File: src/rtl/simd_pkg.sv
// Shared op codes and sequencer state encoding for the SIMD lane sequencer.
package simd_pkg;

    localparam logic [2:0] OP_NOP = 3'b000;
    localparam logic [2:0] OP_XOR = 3'b001;
    localparam logic [2:0] OP_ADD = 3'b010;
    localparam logic [2:0] OP_SUB = 3'b011;
    localparam logic [2:0] OP_MUL = 3'b100;
    localparam logic [2:0] OP_INC = 3'b111;

    typedef enum logic [1:0] {
        S_IDLE,
        S_ISSUE,
        S_DONE
    } seq_state_t;

endpackage

File: src/rtl/simd_lane_sequencer.sv
// Serialises one vector op lane by lane through the shared scalar ALU
// and gathers the per-lane results and flags into a result vector.
module simd_lane_sequencer
    import simd_pkg::*;
#(
    parameter int DATA_SIZE = 8,
    parameter int LANES     = 4
) (
    input  logic                       clk,
    input  logic                       rst,
    input  logic                       in_valid,
    output logic                       in_ready,
    input  logic [2:0]                 in_op,
    input  logic [LANES*DATA_SIZE-1:0] in_vec_a,
    input  logic [LANES*DATA_SIZE-1:0] in_vec_b,
    output logic [2:0]                 alu_op_select,
    output logic [DATA_SIZE-1:0]       alu_operand1,
    output logic [DATA_SIZE-1:0]       alu_operand2,
    input  logic [DATA_SIZE-1:0]       alu_result,
    input  logic                       alu_neg_flag,
    input  logic                       alu_zero_flag,
    output logic                       out_valid,
    input  logic                       out_ready,
    output logic [LANES*DATA_SIZE-1:0] out_vec,
    output logic [LANES-1:0]           out_neg_mask,
    output logic [LANES-1:0]           out_zero_mask,
    output logic                       busy
);

    localparam int LANE_W = $clog2(LANES);
    localparam logic [LANE_W-1:0] LAST_LANE = LANE_W'(LANES - 1);

    seq_state_t state;
    seq_state_t state_next;

    logic [LANE_W-1:0]          lane_idx;
    logic [2:0]                 op_q;
    logic [LANES*DATA_SIZE-1:0] vec_a_q;
    logic [LANES*DATA_SIZE-1:0] vec_b_q;

    logic accept;
    logic release_out;

    assign in_ready    = (state == S_IDLE) && !rst;
    assign out_valid   = (state == S_DONE);
    assign busy        = (state == S_ISSUE) || (state == S_DONE);
    assign accept      = in_valid && in_ready;
    assign release_out = out_valid && out_ready;

    always_ff @(posedge clk) begin
        if (rst) begin
            state <= S_IDLE;
        end else begin
            state <= state_next;
        end
    end

    always_comb begin
        state_next = state;
        unique case (state)
            S_IDLE: begin
                if (accept) begin
                    state_next = S_ISSUE;
                end
            end
            S_ISSUE: begin
                if (lane_idx == LAST_LANE) begin
                    state_next = S_DONE;
                end
            end
            S_DONE: begin
                if (release_out) begin
                    state_next = S_IDLE;
                end
            end
            default: state_next = S_IDLE;
        endcase
    end

    // The ALU is driven with zeros whenever no lane is in flight.
    always_comb begin
        alu_op_select = OP_NOP;
        alu_operand1  = '0;
        alu_operand2  = '0;
        if (state == S_ISSUE) begin
            alu_op_select = op_q;
            alu_operand1  = vec_a_q[lane_idx*DATA_SIZE +: DATA_SIZE];
            alu_operand2  = vec_b_q[lane_idx*DATA_SIZE +: DATA_SIZE];
        end
    end

    always_ff @(posedge clk) begin
        if (rst) begin
            lane_idx      <= '0;
            op_q          <= OP_NOP;
            vec_a_q       <= '0;
            vec_b_q       <= '0;
            out_vec       <= '0;
            out_neg_mask  <= '0;
            out_zero_mask <= '0;
        end else begin
            unique case (state)
                S_IDLE: begin
                    if (accept) begin
                        op_q          <= in_op;
                        vec_a_q       <= in_vec_a;
                        vec_b_q       <= in_vec_b;
                        lane_idx      <= '0;
                        out_neg_mask  <= '0;
                        out_zero_mask <= '0;
                    end
                end
                S_ISSUE: begin
                    out_vec[lane_idx*DATA_SIZE +: DATA_SIZE] <= alu_result;
                    out_neg_mask[lane_idx]  <= alu_neg_flag;
                    out_zero_mask[lane_idx] <= alu_zero_flag;
                    if (lane_idx != LAST_LANE) begin
                        lane_idx <= lane_idx + LANE_W'(1);
                    end
                end
                default: begin
                end
            endcase
        end
    end

endmodule

File: config.mk
export PLATFORM = sky130hd
export DESIGN_NAME = simd_lane_sequencer
export DESIGN_NICKNAME = d
export VERILOG_FILES = /design/src/rtl/simd_pkg.sv /design/src/rtl/simd_lane_sequencer.sv
export SDC_FILE = /design/constraint.sdc
export NUM_CORES = 1
export LEC_CHECK = 0
export ABC_AREA = 1
export CAP_MARGIN = 20
export CORE_MARGIN = 3
export CORE_UTILIZATION = 48
export DETAILED_ROUTE_END_ITERATION = 16
export MAX_ROUTING_LAYER = met4
export PLACE_DENSITY = 0.92
export SLEW_MARGIN = 20
export SYNTH_ARGS = -nofsm -noshare
export SYNTH_HDL_FRONTEND = slang
export SYNTH_SLANG_ARGS = --single-unit
File: constraint.sdc
create_clock -name clk -period 2.7 [get_ports clk]
set_clock_uncertainty 0.2 [all_clocks]
set_input_delay 0.27 -clock clk [delete_from_list [all_inputs] [get_ports clk]]
set_output_delay 0.27 -clock clk [all_outputs]
set_load 0.01 [all_outputs]
==> results.sh <==
export IMPL_power_density_nw_per_um2=744.7
export IMPL_slew_headroom_pct=67.59
export IMPL_viasPerCell=5.315
export IMPL_final_common_cell="nand3_1"
export IMPL_num_vias=5118
export IMPL_syn_mean_instance_area_um2=7.064
export IMPL_hold_class="input port to flop"
export IMPL_die_height_um=108.2
export IMPL_die_area_um2=11700
export IMPL_fp_dieW_um=108.2
export IMPL_nets=918
export IMPL_ys_seq_elements=111
export IMPL_synth_area_um2=5009
export IMPL_status="finished, final reports clean"
export IMPL_synth_area_leaders="dfxtp_1, nand3_1, nand2_1"
export IMPL_yosys_area_top_type="dfxtp_1"
export IMPL_synthDominantCellAreaShare_pct=44.37
export IMPL_fin_area_um2=6699
export IMPL_fin_hold_ws_ps=190.4
export IMPL_cp_required_ps=2230
export IMPL_insertion_delay_ps=360
export IMPL_grt_pass1_vias=4674
export IMPL_rows=36
export IMPL_antenna_found_initial=0
export IMPL_postCtsHoldBufs=0
export IMPL_drv_slew=0
export IMPL_path_clk_slew_ps=100
export IMPL_hold_violations=0
export IMPL_initial_utilization_pct=50.31
export IMPL_critPathKind="flop to output port"
export IMPL_io_pin_count=143
export IMPL_yosys_warnings=0
export IMPL_crit_fanout=9
export IMPL_synthesis_nets=802
export IMPL_numCtsBuffers=9
export IMPL_yosysUniqueCellTypes=22
export IMPL_gp_congestion=0.9286
export IMPL_core_um2=9955
export IMPL_min_period_ps=2633
export IMPL_fin_crit_sh_pct=97.50
export IMPL_cap_viol_max_count=0
export IMPL_drtIter0Drc=389
export IMPL_layout_common_cells="nand3_1, nand2_1, clkdlybuf4s50_1, dfxtp_1, nor2_1"
export IMPL_diodes=0
export IMPL_r2r_slack_ps=540
export IMPL_cts_sinks=111
export IMPL_cts_max_path_buffers=2
export IMPL_grt_overflow_total=0
export IMPL_startpoint_type="flop"
export IMPL_place_area_um2=6484
export IMPL_htree_levels=3
export IMPL_cts_tree="built"
export IMPL_dp_hpwl_um=9647
export IMPL_p_leak_uw=0.002812
export IMPL_track_usage_pct=23.81
export IMPL_tightest_slew_ps=486.1
export IMPL_grt_max_degree=68
export IMPL_drc=0
export IMPL_crit_path_end_kind="output port"
export IMPL_synth_cells=709
export IMPL_wl_per_cell_um=14.06
export IMPL_ys_seq_area_share_pct=44.37
export IMPL_postRouteAntennaNets=0
export IMPL_numPortBuffers=142
export IMPL_nFillCells=842
export IMPL_drt_pass1_iter_count=5
export IMPL_finalSetupViolations=0
export IMPL_root_buffer="clkbuf_8"
export IMPL_max_freq_mhz=379.9
export IMPL_syn_to_final_growth_pct=33.75
export IMPL_routed_wl_um=13540
export IMPL_drive_gt1_share_pct=5.904
export IMPL_grt_pass1_wl_um=21860
export IMPL_vdd_drop_max_uv=405.4
export IMPL_worstPathArrival_ps=2160
-- metrics by stage --
step           utilization [%]  setup slack [ps]  power (uW)  TNS (ps)  std cells
2_1_floorplan                -             547.7        3369         0        709
3_3_place_gp             65.13             352.9        3996         0        945
3_5_place_dp             65.13             284.4        4055         0        945
4_1_cts                  66.99             7.212        4982         0        961
5_1_grt                  67.30            -12.28        5330    -20.30        963
6_report                 67.30             67.46        4989         0        963
-- cell type report --
class	instances	area [um^2]	area share, %
sequential	111	2223	33.19
multi-input combinational	521	2465	36.79
clock buffer	10	137.6	2.055
inverter	26	103.9	1.550
clock inverter	6	43.79	0.6537
timing repair buffer	156	1559	23.27
tap	133	166.4	2.484
-- flip-flops by register name, summed over array words and instances, names as in the netlist --
| register | count |
|---|---|
| vec_a_q | 32 |
| state | 2 |
| out_zero_mask | 4 |
| out_neg_mask | 4 |
| out_vec | 32 |
| lane_idx | 2 |
| op_q | 3 |
| vec_b_q | 32 |
-- kinds of logic after synthesis --
logic type	share of synthesized area, %
flops	44.37
fa+ha+maj	2.998
simple gates	36.45
compound gates	9.568
buf+inv	6.620
-- what timing repair did --
item,in CTS,in global routing
pin swaps,0,1
buffers inserted,0,2
resized for setup,1,6
endpoints found under the setup margin,1,16
-- worst max-delay path: stages (launching register included) --
cell	delay, ps
dfxtp_1	400
clkinvlp_4	190
buf_4	220
nor2_1	100
o21ai_0	90
a21oi_1	230
clkdlybuf4s50_1	580
-- report_power, final --
part / switching, uW / internal, uW / total (uW) / leakage (uW)
clock network: 569 / 367 / 936 / 0.0000930
registers: 159 / 1930 / 2090 / 0.000907
logic: 1190 / 773 / 1960 / 0.00181
total: 1920 / 3070 / 4990 / 0.00281
-- final timing paths --
check         startpoint               to  cells after the start
max          lane_idx[1]  alu_operand2[5]                      6
min reg2reg  vec_a_q[30]      vec_a_q[30]                      2
max reg2reg  lane_idx[1]      out_vec[14]                      7
min             in_valid          op_q[2]                      3
-- synthesized netlist by cell type --
library cell,instances
a21oi_1,53
a21oi_2,1
buf_1,6
buf_2,19
buf_4,5
clkbuf_1,21
clkinv_1,1
dfxtp_1,111
ha_1,12
inv_1,20
inv_2,5
nand2_1,142
nand2_2,1
nand2_4,1
nand3_1,156
nand3_4,1
nor2_1,101
nor2_2,1
nor3_1,6
nor3_4,3
o21ai_0,41
or2_2,2
-- per-layer routing --
metal / vias to the layer above / routed length [um] / global-route usage (%)
li1: 2561 / - / -
met1: 2327 / 5766 / 30.68
met2: 212 / 6536 / 38.94
met3: 18 / 1033 / 4.239
met4: 0 / 201 / 6.041
met5: - / 0 / -
Note: power is estimated with default switching activity, not from simulation.
==> RTL edit 1 (same flow settings) <==
Change the parameter `LANES` from 4 to 8.
--- a/src/rtl/simd_lane_sequencer.sv
+++ b/src/rtl/simd_lane_sequencer.sv
@@ -6,3 +6,3 @@
     parameter int DATA_SIZE = 8,
-    parameter int LANES     = 4
+    parameter int LANES     = 8
 ) (
Ports: changed (5 resized); port bits go from 143 to 247. No check against the original RTL was run, so the function may have changed too.
==> RTL edit 1 against the unedited design <==
- synthesized cell count rose by 120%
- area after synthesis is 100% higher
- power rose by 110%
- global-route usage rose by 3.2 points
- design area rose by 100%
- final cell count is 110% higher
- sequential share of layout area is 1.3 points lower
- routed wire length is 130% higher
- worst setup slack improved by 0.045 ns
- sequential cell count rose by 105
==> RTL edit 1: results (changes against the unedited design) <==
proportion_of_layout_cells_with_a_drive_suffix_above_1: 0.0524  # -0.00661
synth.net_count: 1731  # +120%
pwr.group.sequential_w: 0.00409  # +96%
vdd.ir_drop.worst_mv: 0.433  # +6.8%
most_numerous_cell_types_in_the_synthesized_netlist: "sky130_fd_sc_hd__nand2_1 (725), sky130_fd_sc_hd__dfxtp_1 (216), sky130_fd_sc_hd__nand3_1 (182)"
cp-endpoint: "alu_operand1[4]"
critical_path_peak_fanout: 19  # +10
placedInstanceArea_um2: 12700  # +96%
clock_power_w: 0.00313  # +230%
dr.pass1.iters: 7  # +2
yosys.area_share.adder: 0.0137  # -0.0162
grt_usage: 0.270  # +0.0320
yosys-top-cells-area: "sky130_fd_sc_hd__dfxtp_1 (43%), sky130_fd_sc_hd__nand2_1 (27%), sky130_fd_sc_hd__nand3_1 (9.1%), sky130_fd_sc_hd__nor2_1 (6.3%), sky130_fd_sc_hd__inv_1 (3.4%)"
syn_avg_cell_area_um2: 6.36  # -9.9%
number_of_global_route_vias_before_repair: 9629  # +110%
num-fill-cells: 1696  # +100%
top_regs: "out_vec (64), vec_a_q (64), vec_b_q (64)"
grt_max_degree: 132  # +94%
worst-r2r-cell-count: 6  # -1
max_clock_freq_mhz: 387  # +1.8%
port_buffers: 246  # +73%
finish.net_count: 1933  # +110%
regToRegSetupSlack_ns: 0.20  # -0.34 ns
leakage_nw: 6.67  # +140%
avgViaCountPerCell: 5.17  # -2.7%
clock_insertion_delay_worst_skew_ns: 0.50  # +0.14 ns
status: "complete, no violations"
detailed_place_hpwl_mm: 21.6  # +120%
worst_path_max_delay_cell: "sky130_fd_sc_hd__inv_2"
wirelength_mm: 30.9  # +130%
internal_power_w: 0.00688  # +120%
pre_cts_slack_ns: 0.177  # -0.107 ns
gp_congestion: 0.922  # -0.76%
dp_cells: 2019  # +110%
regArea_um2: 4330  # +95%
detailroute.via_count: 10673  # +110%
ctsHtreeMaxLevel: 1  # -2
detail_route.iter0.violations: 868  # +120%
total_power_w: 0.0106  # +110%
critical_path.startpoint: "state[1]"
yosys.cell_types.count: 25  # +14%
synth-edff-count: 0  # unchanged
numCtsBuffers: 23  # +14
grt_pass1_wl_mm: 48.1  # +120%
reg2reg_to: "out_vec[26]"
crit-reg2reg-launch: "lane_idx[2]"
synth-compound-area-share: 0.0260  # -0.0697
worst-endpoint-arrival_ns: 2.12  # -0.04 ns
ys_seq_area_frac: 0.431  # -0.0123
critical_path.max_stage_delay_ns: 0.47  # -0.11 ns
cts_max_path_buffers: 3  # +1
cts.clk_slew.worst_paths_ns: 0.06  # -0.04 ns
tightest_slew_ns: 0.711  # +0.225 ns
ctsRootBufferMaster: "sky130_fd_sc_hd__clkbuf_16"
[RTL edit 1: cell types whose count changed in the layout (fill, tap and decap cells not counted), moves of 27 or more]
cell,delta
sky130_fd_sc_hd__inv_1,+68
sky130_fd_sc_hd__a21oi_1,-28
sky130_fd_sc_hd__dfxtp_1,+104
sky130_fd_sc_hd__nand2_1,+583
sky130_fd_sc_hd__nand3_1,+27
sky130_fd_sc_hd__nor2_1,+66
sky130_fd_sc_hd__clkdlybuf4s50_1,+91
[RTL edit 1: cell families after synthesis]
kind of cell               count (synthesis)
buffers and inverters                    193
AOI/OAI and AO/OA                         52
and+or+nand+nor                         1103
adders and majority gates                 11
DFF                                      216
[RTL edit 1: worst min path at each step]
stage	from	endpoint	slack, ns	cells past startpoint
3_3_place_gp	vec_a_q[39]	vec_a_q[39]	0.25	2
4_1_cts	in_vec_b[44]	vec_b_q[44]	0.09	3
3_5_place_dp	vec_b_q[59]	vec_b_q[59]	0.26	2
6_report	in_vec_b[44]	vec_b_q[44]	0.10	3
2_1_floorplan	rst	lane_idx[0]	0.14	1
5_1_grt	in_vec_b[19]	vec_b_q[19]	0.11	3
[RTL edit 1: metal layers]
layer,track usage,routed length (um),vias to the layer above
li1,-,-,5279
met1,0.341,12000,4744
met2,0.446,14900,554
met3,0.0373,2880,96
met4,0.0938,1080,0
met5,-,0,-
[RTL edit 1: cell type report]
class,count,area share
Clock inverter,9,0.00590
Inverter,95,0.0280
Timing Repair Buffer,275,0.208
Tap cell,270,0.0249
Clock buffer,32,0.0493
Multi-Input combinational cell,1166,0.365
Sequential cell,216,0.319
[RTL edit 1: timing repair]
action / 4_1_cts / 5_1_grt
setup endpoints to repair: 16 / 5
hold buffers: 0 / 0
gates resized for setup: 28 / 7
buffers inserted: 1 / 0
cloned: 2 / 0
==> RTL edit 2 (same settings) <==
Made on the original files. Reset style: asynchronous (`rst`), changed in 2 clocked blocks.
--- a/src/rtl/simd_lane_sequencer.sv
+++ b/src/rtl/simd_lane_sequencer.sv
@@ -49,3 +49,3 @@
 
-    always_ff @(posedge clk) begin
+    always_ff @(posedge clk or posedge rst) begin
         if (rst) begin
@@ -91,3 +91,3 @@
 
-    always_ff @(posedge clk) begin
+    always_ff @(posedge clk or posedge rst) begin
         if (rst) begin
Behaviour: differs if rst is asserted again (counterexample within 4 cycles, from zero or initial values and one cycle with rst high); with rst held inactive, the same outputs for 10 cycles.
==> RTL edit 2 against the unedited design <==
- area after synthesis grew 4.7%
- design area grew 3.8%
- synthesized cell count shrank 7.5%
- non-clock buffer count shrank 5
- sequential cell count is the same
- die area grew 4.5%
- worst setup slack gained 0.040 ns
- power grew 45%
- routed wire length grew 1.1%
- global-route usage shrank 0.87 points
==> RTL edit 2: results (changes against the unedited design) <==
gp_congestion: 0.909  # -2.2%
grt_max_degree: 112  # +65%
grt_pass1_wl_mm: 22.6  # +3.5%
number_of_global_route_vias_before_repair: 4662  # -0.26%
post_synth_instance_area_um2: 5250  # +4.7%
avgViaCountPerCell: 5.07  # -4.7%
critical_path.startpoint: "state[1]"
grt_usage: 0.229  # -0.00869
synth.net_count: 749  # -6.6%
detail_route.iter0.violations: 399  # +2.6%
post_synthesis_async_set_or_reset_flop_share: 1.00  # +1.00
critical_path_peak_fanout: 16  # +7
multi_input_area_share: 0.280  # -0.0875
leakage_nw: 3.48  # +24%
cts-resized-gates: 0  # -1
proportion_of_layout_cells_with_a_drive_suffix_above_1: 0.0404  # -0.0186
num-fill-cells: 835  # -0.83%
wirelength_mm: 13.7  # +1.1%
regArea_um2: 2780  # +25%
status: "complete, no violations"
vdd.ir_drop.worst_mv: 0.614  # +51%
holdCritPathClass: "in2async"
yosys-top-cells-area: "sky130_fd_sc_hd__dfrtp_1 (53%), sky130_fd_sc_hd__nand2_1 (12%), sky130_fd_sc_hd__a21oi_1 (7.6%), sky130_fd_sc_hd__nand3_1 (6.1%), sky130_fd_sc_hd__inv_1 (6.1%)"
ys_seq_area_frac: 0.530  # +0.0859
detailed_place_hpwl_mm: 9.70  # +0.57%
placedInstanceArea_um2: 6760  # +4.2%
buffers_excl_clock: 151  # -3.2%
synthToLayoutAreaGrowth_pct: 32.5
n_all_inverters: 88  # +240%
finish.net_count: 880  # -4.1%
area_share_clock_buf_inv: 0.0272  # +0.0000952
non_clock_buffer_area_share: 0.220  # -0.0124
yosys.cell_types.count: 20  # -9.1%
regToRegSetupSlack_ns: 0.22  # -0.32 ns
tightest_slew_ns: 0.626  # +0.140 ns
multi_input_gates: 426  # -18%
cp-endpoint: "alu_operand2[2]"
layout.clock_buffers: 10  # unchanged
## RTL edit 2: metrics by stage
stage | hold WS [ns] | instances | power (W) | worst slack, ns
global placement | 0.264 | 912 | 0.00614 | 0.409
CTS | 0.251 | 928 | 0.00725 | 0.0890
global route | 0.255 | 928 | 0.00778 | 0.00110
floorplan | 0.208 | 656 | 0.00475 | 0.118
finish | 0.248 | 928 | 0.00723 | 0.108
detailed placement | 0.270 | 912 | 0.00629 | 0.256
## RTL edit 2: worst min path at each step
stage               slack, ns  depth (start not counted)               end       startpoint
detailed placement       0.27                          2   out_neg_mask[0]  out_neg_mask[0]
global placement         0.26                          2   out_neg_mask[0]  out_neg_mask[0]
CTS                      0.25                          3        vec_a_q[8]      in_vec_a[8]
finish                   0.25                          3  out_zero_mask[3]              rst
floorplan                0.21                          2           op_q[0]         in_valid
global route             0.26                          3        vec_a_q[8]      in_vec_a[8]
## RTL edit 2: where the power goes
group / total, W / switching [W] / internal [W]
clock: 0.000970 / 0.000591 / 0.000379
combinational: 0.00357 / 0.00203 / 0.00154
sequential: 0.00269 / 0.000296 / 0.00239
total: 0.00723 / 0.00291 / 0.00431
## RTL edit 2: cell families (layout without fill, tap and decap cells)
family | Yosys count | count (layout) | share of synthesized area
buffers and inverters | 119 | 255 | 0.0988
AOI/OAI and AO/OA | 106 | 106 | 0.102
and+or+nand+nor | 308 | 308 | 0.241
DFF | 111 | 111 | 0.530
adders and majority gates | 12 | 12 | 0.0286
## RTL edit 2: per-layer routing
layer  vias up  wire, um  part of all wire  global-route usage
li1       2308         -                 -                   -
met3        21       696             0.051              0.0378
met4         0       285             0.021              0.0731
met1      2195      6050              0.44               0.305
met2       178      6650              0.49               0.363
met5         -         0                 0                   -
